`src/rtl/spi_slave_target_pkg.sv`:
```
// Shared types and defaults for the oversampled SPI target.
package spi_slave_target_pkg;

  localparam int SPI_DATA_W_DFLT = 8;
  localparam int SPI_SYNC_DFLT   = 2;

  typedef enum logic {
    IDLE   = 1'b0,
    ACTIVE = 1'b1
  } spi_tgt_state_e;

  typedef struct packed {
    logic cpol;
    logic cpha;
    logic lsbfe;
  } spi_mode_t;

endpackage

```
`src/rtl/spi_slave_target_if.sv`:
```
// Pin and host-side bundle of the SPI target; slave = the target, master = whoever drives it.
interface spi_slave_target_if
  import spi_slave_target_pkg::*;
#(
  parameter int DATA_W = SPI_DATA_W_DFLT
);

  logic              i_SCK;
  logic              i_SS;
  logic              i_MOSI;
  logic              o_MISO;
  logic              o_MISO_oe;
  logic              i_cpol;
  logic              i_cpha;
  logic              i_lsbfe;
  logic [DATA_W-1:0] i_tx_data;
  logic              i_tx_wr;
  logic              o_tx_empty;
  logic              o_tx_underrun;
  logic [DATA_W-1:0] o_rx_data;
  logic              o_rx_full;
  logic              i_rx_rd;
  logic              o_overrun;
  logic              i_flag_clr;
  logic              o_busy;

  modport slave (
    input  i_SCK, i_SS, i_MOSI, i_cpol, i_cpha, i_lsbfe,
    input  i_tx_data, i_tx_wr, i_rx_rd, i_flag_clr,
    output o_MISO, o_MISO_oe, o_tx_empty, o_tx_underrun,
    output o_rx_data, o_rx_full, o_overrun, o_busy
  );

  modport master (
    output i_SCK, i_SS, i_MOSI, i_cpol, i_cpha, i_lsbfe,
    output i_tx_data, i_tx_wr, i_rx_rd, i_flag_clr,
    input  o_MISO, o_MISO_oe, o_tx_empty, o_tx_underrun,
    input  o_rx_data, o_rx_full, o_overrun, o_busy
  );

endinterface

```
`src/rtl/spi_slave_target_sync_edge.sv`:
```
// Multi-flop synchronizer with single-cycle rise/fall pulses on the synchronized level.
module spi_sync_edge
  import spi_slave_target_pkg::*;
#(
  parameter int SYNC_STAGES = SPI_SYNC_DFLT
) (
  input  logic clk_i,
  input  logic rst_i,
  input  logic d_i,
  output logic rise_o,
  output logic fall_o
);

  logic [SYNC_STAGES-1:0] sync_q;
  logic                   prev_q;

  // Resetting to 0 means an SS held low through reset never looks like a new fall.
  always_ff @(posedge clk_i or posedge rst_i) begin
    if (rst_i) begin
      sync_q <= '0;
      prev_q <= 1'b0;
    end else begin
      sync_q <= {sync_q[SYNC_STAGES-2:0], d_i};
      prev_q <= sync_q[SYNC_STAGES-1];
    end
  end

  assign rise_o = sync_q[SYNC_STAGES-1] & ~prev_q;
  assign fall_o = ~sync_q[SYNC_STAGES-1] & prev_q;

endmodule

```
`src/rtl/spi_slave_target.sv`:
```
// SPI target running on the system clock: oversampled pins, shifter, 1-deep RX/TX buffers, sticky flags.
module spi_slave_target
  import spi_slave_target_pkg::*;
#(
  parameter int DATA_W      = SPI_DATA_W_DFLT,
  parameter int SYNC_STAGES = SPI_SYNC_DFLT
) (
  input logic               i_sys_clk,
  input logic               i_sys_rst,
  spi_slave_target_if.slave bus
);

  localparam int                 CNT_W    = $clog2(DATA_W) + 1;
  localparam logic [CNT_W-1:0]   LAST_BIT = CNT_W'(DATA_W - 1);

  logic sck_rise, sck_fall, ss_rise, ss_fall;
  logic [SYNC_STAGES-1:0] mosi_sync_q;
  logic mosi_s;

  spi_sync_edge #(.SYNC_STAGES(SYNC_STAGES)) u_sync_sck (
    .clk_i (i_sys_clk),
    .rst_i (i_sys_rst),
    .d_i   (bus.i_SCK),
    .rise_o(sck_rise),
    .fall_o(sck_fall)
  );

  spi_sync_edge #(.SYNC_STAGES(SYNC_STAGES)) u_sync_ss (
    .clk_i (i_sys_clk),
    .rst_i (i_sys_rst),
    .d_i   (bus.i_SS),
    .rise_o(ss_rise),
    .fall_o(ss_fall)
  );

  always_ff @(posedge i_sys_clk or posedge i_sys_rst) begin
    if (i_sys_rst) mosi_sync_q <= '0;
    else           mosi_sync_q <= {mosi_sync_q[SYNC_STAGES-2:0], bus.i_MOSI};
  end
  assign mosi_s = mosi_sync_q[SYNC_STAGES-1];

  spi_tgt_state_e    state_q, state_d;
  spi_mode_t         mode_q, mode_d, mode_in;
  logic [CNT_W-1:0]  bit_cnt_q, bit_cnt_d;
  logic [DATA_W-1:0] tx_sr_q, tx_sr_d, rx_sr_q, rx_sr_d;
  logic [DATA_W-1:0] hold_q, hold_d, rx_new_q, rx_new_d, rx_data_q, rx_data_d;
  logic              miso_q, miso_d, tx_empty_q, tx_empty_d, pend_unr_q, pend_unr_d;
  logic              done_q, done_d, rx_full_q, rx_full_d;
  logic              unr_q, unr_d, ovr_q, ovr_d;

  logic lead_edge, trail_edge, sample_edge, shift_edge;
  logic frame_start, frame_abort, sample_en, shift_en, active;
  logic byte_done, reload, unr_set, ovr_set;
  logic [DATA_W-1:0] load_val, rx_shifted, tx_shifted;

  function automatic logic out_bit(input logic [DATA_W-1:0] v, input logic lsb);
    return lsb ? v[0] : v[DATA_W-1];
  endfunction

  assign lead_edge   = mode_q.cpol ? sck_fall : sck_rise;
  assign trail_edge  = mode_q.cpol ? sck_rise : sck_fall;
  assign sample_edge = mode_q.cpha ? trail_edge : lead_edge;
  assign shift_edge  = mode_q.cpha ? lead_edge : trail_edge;

  always_ff @(posedge i_sys_clk or posedge i_sys_rst) begin
    if (i_sys_rst) state_q <= IDLE;
    else           state_q <= state_d;
  end

  always_comb begin
    state_d = state_q;
    case (state_q)
      ACTIVE:  if (ss_rise) state_d = IDLE;
      default: if (ss_fall) state_d = ACTIVE;
    endcase
  end

  always_comb begin
    frame_start = 1'b0;
    frame_abort = 1'b0;
    sample_en   = 1'b0;
    shift_en    = 1'b0;
    active      = 1'b0;
    case (state_q)
      ACTIVE: begin
        active      = 1'b1;
        frame_abort = ss_rise;
        sample_en   = sample_edge & ~ss_rise;
        shift_en    = shift_edge & ~ss_rise;
      end
      default: frame_start = ss_fall;
    endcase
  end

  assign mode_in    = {bus.i_cpol, bus.i_cpha, bus.i_lsbfe};
  assign load_val   = tx_empty_q ? {DATA_W{1'b1}} : hold_q;
  assign rx_shifted = mode_q.lsbfe ? {mosi_s, rx_sr_q[DATA_W-1:1]} : {rx_sr_q[DATA_W-2:0], mosi_s};
  assign tx_shifted = mode_q.lsbfe ? {1'b0, tx_sr_q[DATA_W-1:1]} : {tx_sr_q[DATA_W-2:0], 1'b0};
  assign byte_done  = sample_en && (bit_cnt_q == LAST_BIT);
  assign reload     = frame_start || byte_done;

  always_comb begin
    mode_d     = mode_q;
    bit_cnt_d  = bit_cnt_q;
    tx_sr_d    = tx_sr_q;
    rx_sr_d    = rx_sr_q;
    miso_d     = miso_q;
    hold_d     = hold_q;
    tx_empty_d = tx_empty_q;
    pend_unr_d = pend_unr_q;
    done_d     = 1'b0;
    rx_new_d   = rx_new_q;
    rx_data_d  = rx_data_q;
    rx_full_d  = rx_full_q;
    unr_set    = 1'b0;
    ovr_set    = 1'b0;

    if (frame_start) begin
      mode_d     = mode_in;
      bit_cnt_d  = '0;
      tx_sr_d    = load_val;
      pend_unr_d = 1'b0;
      tx_empty_d = 1'b1;
      unr_set    = tx_empty_q;
      if (!mode_in.cpha) miso_d = out_bit(load_val, mode_in.lsbfe);
    end

    if (frame_abort) pend_unr_d = 1'b0;

    // A reload from an empty buffer only counts as underrun once the next byte really starts.
    if (sample_en) begin
      rx_sr_d = rx_shifted;
      if (pend_unr_q && bit_cnt_q == '0) begin
        unr_set    = 1'b1;
        pend_unr_d = 1'b0;
      end
      if (byte_done) begin
        bit_cnt_d  = '0;
        done_d     = 1'b1;
        rx_new_d   = rx_shifted;
        tx_sr_d    = load_val;
        pend_unr_d = tx_empty_q;
        tx_empty_d = 1'b1;
      end else begin
        bit_cnt_d = bit_cnt_q + 1'b1;
      end
    end

    if (shift_en) begin
      if (bit_cnt_q != '0) begin
        tx_sr_d = tx_shifted;
        miso_d  = out_bit(tx_shifted, mode_q.lsbfe);
      end else begin
        miso_d = out_bit(tx_sr_q, mode_q.lsbfe);
      end
    end

    if (bus.i_tx_wr && (tx_empty_q || reload)) begin
      hold_d     = bus.i_tx_data;
      tx_empty_d = 1'b0;
    end

    if (done_q) begin
      if (rx_full_q && !bus.i_rx_rd) begin
        ovr_set = 1'b1;
      end else begin
        rx_data_d = rx_new_q;
        rx_full_d = 1'b1;
      end
    end else if (bus.i_rx_rd) begin
      rx_full_d = 1'b0;
    end

    unr_d = unr_set | (unr_q & ~bus.i_flag_clr);
    ovr_d = ovr_set | (ovr_q & ~bus.i_flag_clr);
  end

  always_ff @(posedge i_sys_clk or posedge i_sys_rst) begin
    if (i_sys_rst) begin
      mode_q     <= '0;
      bit_cnt_q  <= '0;
      tx_sr_q    <= '0;
      rx_sr_q    <= '0;
      miso_q     <= 1'b0;
      hold_q     <= '0;
      tx_empty_q <= 1'b1;
      pend_unr_q <= 1'b0;
      done_q     <= 1'b0;
      rx_new_q   <= '0;
      rx_data_q  <= '0;
      rx_full_q  <= 1'b0;
      unr_q      <= 1'b0;
      ovr_q      <= 1'b0;
    end else begin
      mode_q     <= mode_d;
      bit_cnt_q  <= bit_cnt_d;
      tx_sr_q    <= tx_sr_d;
      rx_sr_q    <= rx_sr_d;
      miso_q     <= miso_d;
      hold_q     <= hold_d;
      tx_empty_q <= tx_empty_d;
      pend_unr_q <= pend_unr_d;
      done_q     <= done_d;
      rx_new_q   <= rx_new_d;
      rx_data_q  <= rx_data_d;
      rx_full_q  <= rx_full_d;
      unr_q      <= unr_d;
      ovr_q      <= ovr_d;
    end
  end

  assign bus.o_MISO        = miso_q;
  assign bus.o_MISO_oe     = active;
  assign bus.o_busy        = active;
  assign bus.o_tx_empty    = tx_empty_q;
  assign bus.o_tx_underrun = unr_q;
  assign bus.o_rx_data     = rx_data_q;
  assign bus.o_rx_full     = rx_full_q;
  assign bus.o_overrun     = ovr_q;

endmodule

```
`src/flat_wrapper.sv`:
```
// flat-port wrapper written by rule: the top's interface ports become plain ports
module spi_slave_target_flat import spi_slave_target_pkg::*;
#(
  parameter int DATA_W      = SPI_DATA_W_DFLT,
  parameter int SYNC_STAGES = SPI_SYNC_DFLT
)
  (i_sys_clk, i_sys_rst, bus_i_SCK, bus_i_SS, bus_i_MOSI, bus_i_cpol, bus_i_cpha, bus_i_lsbfe, bus_i_tx_data, bus_i_tx_wr, bus_i_rx_rd, bus_i_flag_clr, bus_o_MISO, bus_o_MISO_oe, bus_o_tx_empty, bus_o_tx_underrun, bus_o_rx_data, bus_o_rx_full, bus_o_overrun, bus_o_busy);
  spi_slave_target_if #(.DATA_W(DATA_W)) bus_i ();
  input logic i_sys_clk;
  input logic i_sys_rst;
  input wire logic [$bits(bus_i.i_SCK)-1:0] bus_i_SCK;
  input wire logic [$bits(bus_i.i_SS)-1:0] bus_i_SS;
  input wire logic [$bits(bus_i.i_MOSI)-1:0] bus_i_MOSI;
  input wire logic [$bits(bus_i.i_cpol)-1:0] bus_i_cpol;
  input wire logic [$bits(bus_i.i_cpha)-1:0] bus_i_cpha;
  input wire logic [$bits(bus_i.i_lsbfe)-1:0] bus_i_lsbfe;
  input wire logic [$bits(bus_i.i_tx_data)-1:0] bus_i_tx_data;
  input wire logic [$bits(bus_i.i_tx_wr)-1:0] bus_i_tx_wr;
  input wire logic [$bits(bus_i.i_rx_rd)-1:0] bus_i_rx_rd;
  input wire logic [$bits(bus_i.i_flag_clr)-1:0] bus_i_flag_clr;
  output wire logic [$bits(bus_i.o_MISO)-1:0] bus_o_MISO;
  output wire logic [$bits(bus_i.o_MISO_oe)-1:0] bus_o_MISO_oe;
  output wire logic [$bits(bus_i.o_tx_empty)-1:0] bus_o_tx_empty;
  output wire logic [$bits(bus_i.o_tx_underrun)-1:0] bus_o_tx_underrun;
  output wire logic [$bits(bus_i.o_rx_data)-1:0] bus_o_rx_data;
  output wire logic [$bits(bus_i.o_rx_full)-1:0] bus_o_rx_full;
  output wire logic [$bits(bus_i.o_overrun)-1:0] bus_o_overrun;
  output wire logic [$bits(bus_i.o_busy)-1:0] bus_o_busy;
  assign bus_i.i_SCK = bus_i_SCK;
  assign bus_i.i_SS = bus_i_SS;
  assign bus_i.i_MOSI = bus_i_MOSI;
  assign bus_i.i_cpol = bus_i_cpol;
  assign bus_i.i_cpha = bus_i_cpha;
  assign bus_i.i_lsbfe = bus_i_lsbfe;
  assign bus_i.i_tx_data = bus_i_tx_data;
  assign bus_i.i_tx_wr = bus_i_tx_wr;
  assign bus_i.i_rx_rd = bus_i_rx_rd;
  assign bus_i.i_flag_clr = bus_i_flag_clr;
  assign bus_o_MISO = bus_i.o_MISO;
  assign bus_o_MISO_oe = bus_i.o_MISO_oe;
  assign bus_o_tx_empty = bus_i.o_tx_empty;
  assign bus_o_tx_underrun = bus_i.o_tx_underrun;
  assign bus_o_rx_data = bus_i.o_rx_data;
  assign bus_o_rx_full = bus_i.o_rx_full;
  assign bus_o_overrun = bus_i.o_overrun;
  assign bus_o_busy = bus_i.o_busy;
  spi_slave_target #(.DATA_W(DATA_W), .SYNC_STAGES(SYNC_STAGES)) u_core (.i_sys_clk(i_sys_clk), .i_sys_rst(i_sys_rst), .bus(bus_i));
endmodule
```
`config.mk`:
```
export PLATFORM = sky130hd
export DESIGN_NAME = spi_slave_target_flat
export DESIGN_NICKNAME = d
export VERILOG_FILES = /design/src/rtl/spi_slave_target_pkg.sv /design/src/rtl/spi_slave_target_if.sv /design/src/rtl/spi_slave_target_sync_edge.sv /design/src/rtl/spi_slave_target.sv /design/src/flat_wrapper.sv
export SDC_FILE = /design/constraint.sdc
export NUM_CORES = 1
export LEC_CHECK = 0
export CAP_MARGIN = 20
export CORE_UTILIZATION = 55
export DETAILED_ROUTE_END_ITERATION = 8
export GPL_TIMING_DRIVEN = 0
export PLACE_DENSITY = 0.79
export SLEW_MARGIN = 25
export SYNTH_ARGS = -nofsm -noshare
export SYNTH_HDL_FRONTEND = slang
export SYNTH_SLANG_ARGS = --single-unit
```
`constraint.sdc`:
```
create_clock -name i_sys_clk -period 2.6 [get_ports i_sys_clk]
set_input_delay 0.39 -clock i_sys_clk [delete_from_list [all_inputs] [get_ports i_sys_clk]]
set_output_delay 0.39 -clock i_sys_clk [all_outputs]
set_load 0.02 [all_outputs]
```
==> impl_metrics.tcl, run 1 <==
set metrics [dict create \
    synth.top_cell.area_share 0.569 \
    grt.total_usage 0.215 \
    cp-end-kind "flop" \
    core_area_mm2 0.00475 \
    synth_area_mm2 0.00273 \
    drive_gt1_frac 0.193 \
    timing.slew.headroom 0.553 \
    drt_iter0_drc 130 \
    ys_ff_latch 63 \
    grt_start_max_net_pins 44 \
    htree_num_levels 3 \
    arrival_ns 2.20 \
    drc 0 \
    post-route-period-util 0.762 \
    synth_area_leaders "dfrtp_1 57%, mux2_2 7.9%, mux2i_1 5.9%" \
    cts_hold_buf 0 \
    area_growth_pct 22.1 \
    path_max_fanout 9 \
    max_clock_freq_mhz 505 \
    final_util 0.700 \
    avgSynthCellArea_um2 11.8 \
    cts_tree "yes" \
    io_pins 34 \
    drv_slew 0 \
    fp.dieArea_mm2 0.00524 \
    p_leak_nw 1.46 \
    hold_path.class "input port to async pin" \
    hold_ws_ns 0.346 \
    synth_warnings 0 \
    start_util 0.573 \
    insertion_delay_ns 0.34 \
    ys_async_sr_fraction 1.00 \
    maxCapViolCount 0 \
    cts_inserted_buffers 9 \
    synth-edff-count 0 \
    vias_per_cell 5.29 \
    overflow 0 \
    synth_common_cells "62 x dfrtp_1, 22 x nor2_1, 20 x nand2_1" \
    grt_pass1_wl_um 8350 \
    hold_viol 0 \
    cts_sinks 63 \
    finalClockSkew_ns 0.00717 \
    cp-start-kind "flop" \
    grt_pass1_vias 1756 \
    clockBufferDepth 2 \
    worst_pin_slew_ns 0.671 \
    wl_per_cell_um 13.8 \
    critPathKind "flop to flop" \
    io_buffers 33 \
    num_rows 25 \
    dp_hpwl_um 3270 \
    diodes 0 \
    status "finished clean" \
    finalNonFillerCells 347 \
    wirelength_um 4800 \
    yosys_most_used_dff "dfrtp_1" \
    fill_cells 365 \
    final_nets 296 \
    antenna_found_initial 0 \
    gp_congestion 0.791 \
    stdcell_area_mm2 0.00333 \
    vias 1837 \
    synth_top_area_cell "dfrtp_1" \
    netlist_instances 230 \
    power.density_mw_per_mm2 831 \
    cp.required_ns 2.82 \
    ant_nets 0 \
    clk_pin_slew_worst_paths_ns 0.07 \
    cts-root-buf "clkbuf_8" \
    post_cts_buffers 0 \
    max-vdd-ir-drop_mv 0.617 \
    placed_cells 331 \
    period_needed_ns 1.98 \
    power.total_mw 2.76 \
    synth_seq_area_share 0.579 \
    ctsResizeCount 0 \
    rsz0062_at_grt "false" \
    fp.dieW_um 72.4 \
    place_area_mm2 0.00316 \
    ys_types 36 \
    synth_nets 251 \
    finalSetupViolCount 0 \
    synth.most_common_cell "dfrtp_1" \
    die_h_um 72.4 \
    first_pass_iters 4 \
]
[worst max-delay path: stages, from the launching register on]
cell and delay, ns:
dfrtp_1 0.41, xor2_2 0.23, mux2i_2 0.38, o21ai_4 0.16
o21ai_4 0.30, mux2_2 0.38
[metrics by stage]
| step | TNS (ns) | setup slack, ns |
|---|---|---|
| CTS | 0 | 0.605 |
| finish | 0 | 0.620 |
| global placement | -24.80 | -0.402 |
| detailed placement | 0 | 0.626 |
| floorplan | 0 | 0.642 |
| global route | 0 | 0.490 |
[per-layer routing]
layer / global-route usage / up-vias / wire length (um)
met3: 0.0417 / 10 / 176
met5: 0 / - / 0
met1: 0.299 / 883 / 2320
li1: - / 895 / -
met4: 0.139 / 0 / 133
met2: 0.312 / 49 / 2180
[cell type report]
cell class | instances | area [um2] | share of cell area
tap | 67 | 83.8 | 0.0252
timing repair buffer | 34 | 350 | 0.105
clock buffer | 10 | 128 | 0.0384
sequential | 63 | 1580 | 0.474
multi-input combinational | 149 | 1060 | 0.317
inverter | 7 | 28.8 | 0.00865
clock inverter | 6 | 37.5 | 0.0113
buffer | 11 | 65.1 | 0.0196
[registers in the layout, summed over array words and instances, names as in the netlist, 2 cells and up]
register and flops:
u_core.u_sync_ss.sync_q 2, u_core.bit_cnt_q 4, u_core.mode_q 3, u_core.bus.o_rx_data 8, u_core.tx_sr_q 8, u_core.mosi_sync_q 2
u_core.u_sync_sck.sync_q 2, u_core.rx_sr_q 8, u_core.hold_q 8, u_core.rx_new_q 8
[power by group]
part           leakage, nW  internal (mW)  switching (mW)
Sequential           0.779           1.19           0.161
Combinational        0.605          0.353           0.345
Clock               0.0781          0.340           0.374
[placed cells by master, fill, tap and decap left out, types with 2 or more instances in the layout]
| master | count |
|---|---|
| o22ai_1 | 8 |
| nor3b_1 | 8 |
| o21ai_4 | 2 |
| nor2_2 | 2 |
| buf_2 | 4 |
| clkdlybuf4s50_1 | 33 |
| clkinvlp_4 | 3 |
| o21ai_0 | 10 |
| and2_1 | 2 |
| dfrtp_1 | 62 |
| inv_1 | 6 |
| nand2b_1 | 2 |
| nor2_1 | 22 |
| buf_4 | 3 |
| nand2_1 | 20 |
| ha_1 | 2 |
| nand3_1 | 2 |
| clkbuf_8 | 9 |
| clkbuf_1 | 3 |
| o31ai_1 | 3 |
| a21oi_1 | 16 |
| mux2_2 | 19 |
| mux2i_1 | 16 |
| clkinv_2 | 3 |
| nor2b_1 | 3 |
[cell families (layout without fill, tap and decap cells)]
family,count (synthesis),in the layout,share of synthesized area
AO/OA/AOI/OAI,43,43,0.101
XOR/XNOR,1,1,0.00597
adder cells (fa/ha/maj),2,2,0.00918
buffers and inverters,18,68,0.0335
flip-flops,63,63,0.579
multiplexers,37,37,0.151
AND/OR/NAND/NOR,66,66,0.120
[path summary, 6_finish.rpt]
path,slack (ns),to,startpoint,cells past startpoint
hold reg to reg,0.35,u_core.u_sync_sck.sync_q[1],u_core.u_sync_sck.sync_q[0],0
setup / recovery,0.62,u_core.hold_q[5],u_core.mode_q[2],5
max in group asynchronous,1.75,u_core.bus.o_rx_full,i_sys_rst,3
setup reg to reg,0.62,u_core.hold_q[5],u_core.mode_q[2],5
min in group i_sys_clk,0.35,u_core.u_sync_sck.sync_q[1],u_core.u_sync_sck.sync_q[0],0
hold / removal,0.35,u_core.tx_sr_q[2],i_sys_rst,2
(Power assumes the default switching activity.)
==> run 2, diff against run 1 <==
- CORE_UTILIZATION: 55 -> 49
- PLACE_DENSITY: 0.79 -> 0.75
- clock period: 2.6 -> 1.8 ns (I/O delays scaled with it)
==> run 2 against run 1 <==
Compared with the run above: the run now ends with setup timing left; routed wire length is 21% higher; power is 71% higher; count of clock-buffer cells in the layout is 3 higher; sequential share of layout area is 4.9 points lower; sequential cell count stayed put; first-iteration DRC count is 9.2% lower; clock power is 97% higher; sequential power is 49% higher; cell area is 12% higher.
==> impl_metrics.tcl, run 2 (synthesized netlist as in run 1, its figures left out) <==
set metrics [dict create \
    status "complete, but fails checks" \
    violations "setup timing" \
    die_h_um 76.6 \
    power.total_mw 4.72 \
    slowest_delay_ns 0.40 \
    finalSetupViolCount 11 \
    wirelength_um 5800 \
    power.density_mw_per_mm2 1270 \
    critPathKind "flop to flop" \
    drive_gt1_frac 0.312 \
    hold_viol 0 \
    cp-start-kind "flop" \
    fp.dieW_um 76.6 \
    arrival_ns 2.11 \
    finalClockSkew_ns 0.00688 \
    ant_nets 0 \
    num_rows 26 \
    io_pins 34 \
    cts_inserted_buffers 9 \
    crit_path_frequent_cell "o21ai_4" \
    timing.slew.headroom 0.489 \
    cp-end-kind "flop" \
    clockBufferDepth 2 \
    clk_pin_slew_worst_paths_ns 0.07 \
    final_cell_mix "60 x dfrtp_1, 32 x clkdlybuf4s50_1, 22 x nor2_1" \
    io_buffers 33 \
    fp.dieArea_mm2 0.00586 \
    place_area_mm2 0.00319 \
    setup_ws_ns -0.0780 \
    hold_ws_ns 0.274 \
    crit_chain "xor2_2 > mux2i_4 > o21ai_4 > o21ai_4 > buf_12 > mux2_2" \
    p_leak_nw 1.64 \
    rr_endpoint "u_core.hold_q[5]" \
    r2r_slack_ns -0.08 \
    period_needed_ns 1.88 \
    max-vdd-ir-drop_mv 0.784 \
    reg2reg_from "u_core.mode_q[2]" \
    reg2reg_depth 6 \
    diodes 0 \
    grt_pass1_vias 1891 \
    vias 1951 \
    path_buf_inv 1 \
    vias_per_cell 5.35 \
    grt.total_usage 0.201 \
    htree_num_levels 3 \
    grt_pass1_wl_um 8970 \
    final_nets 311 \
    cts_sinks 63 \
    antenna_found_initial 0 \
    cts-root-buf "clkbuf_8" \
    overflow 0 \
    layout_commonest_cell "dfrtp_1" \
    dp_hpwl_um 3410 \
    max_clock_freq_mhz 532 \
    post-route-period-util 1.04 \
    gp_congestion 0.770 \
    cts_tree "yes" \
    first_pass_iters 4 \
    core_area_mm2 0.00524 \
    drt_iter0_drc 118 \
    path_max_fanout 8 \
    insertion_delay_ns 0.35 \
    grt_start_max_net_pins 27 \
    start_util 0.520 \
    slowest_stage "dfrtp_1" \
    cp.required_ns 2.03 \
    worst_pin_slew_ns 0.766 \
    hold_path.class "input port to async pin" \
    cpLargestDelayFamily "multiplexers" \
    drv_slew 0 \
    drc 0 \
    area_growth_pct 36.5 \
    stdcell_area_mm2 0.00372 \
    wl_per_cell_um 15.9 \
    maxCapViolCount 0 \
    rsz0062_at_grt "true" \
]
==> run 2: cell types whose count changed in the layout (fill, tap and decap cells not counted), moves of 3 or more <==
cell / change
o21ai_0: -5
mux2_4: +3
o21ai_1: +3
buf_4: +10
o22ai_1: -3
o22ai_2: +3
buf_6: +3
nor3b_2: +5
nor3b_1: -8
nor3b_4: +3
mux2_2: -3
==> run 2: layout make-up <==
type / instances / area [um2]
Sequential cell: 63 / 1580
Fill cell: 389 / 1520
Multi-Input combinational cell: 149 / 1210
Timing Repair Buffer: 50 / 522
Clock buffer: 13 / 159
Tap cell: 70 / 87.6
Clock inverter: 3 / 65.1
Buffer: 10 / 65.1
Inverter: 7 / 30.0
==> run 2: worst max path at each step <==
stage / slack (ns) / startpoint / cells past startpoint / to
2_1_floorplan: -0.01 / u_core.mode_q[2] / 5 / u_core.hold_q[0]
3_3_place_gp: -0.17 / u_core.mode_q[2] / 5 / u_core.hold_q[4]
3_5_place_dp: -0.20 / u_core.mode_q[2] / 5 / u_core.hold_q[5]
4_1_cts: -0.09 / u_core.mode_q[1] / 5 / u_core.hold_q[7]
5_1_grt: -0.14 / u_core.mode_q[2] / 6 / u_core.hold_q[6]
6_report: -0.08 / u_core.mode_q[2] / 6 / u_core.hold_q[5]
==> run 2: metal layers <==
layer,wire length [um],up-vias,part of all wire,track usage
met5,0,-,0,0
met4,138,0,0.024,0.113
met3,161,14,0.028,0.0323
met2,2920,42,0.50,0.316
met1,2580,976,0.44,0.265
li1,-,919,-,-
==> run 2: metrics by stage <==
stage                     instances  worst slack [ns]  utilization  setup TNS, ns
after floorplan                 230           -0.0107            -        -0.0860
after global placement          333            -0.169        0.601          -1.93
after CTS                       357           -0.0870        0.669         -0.691
after detailed placement        335            -0.203        0.610          -2.30
final                           365           -0.0780        0.710         -0.487
after global routing            365            -0.136        0.710          -1.60
==> run 2: repair_timing <==
action	CTS	global route
pin swaps	4	10
buffers inserted	6	9
setup endpoints to repair	27	31
hold buffers	0	0
resized for setup	11	35
==> run 2: report_power, final <==
| part | internal (mW) | leakage [nW] | switching [mW] | total, mW |
|---|---|---|---|---|
| logic | 0.706 | 0.753 | 0.600 | 1.31 |
| registers | 1.72 | 0.776 | 0.284 | 2.01 |
| clock network | 0.855 | 0.114 | 0.552 | 1.41 |
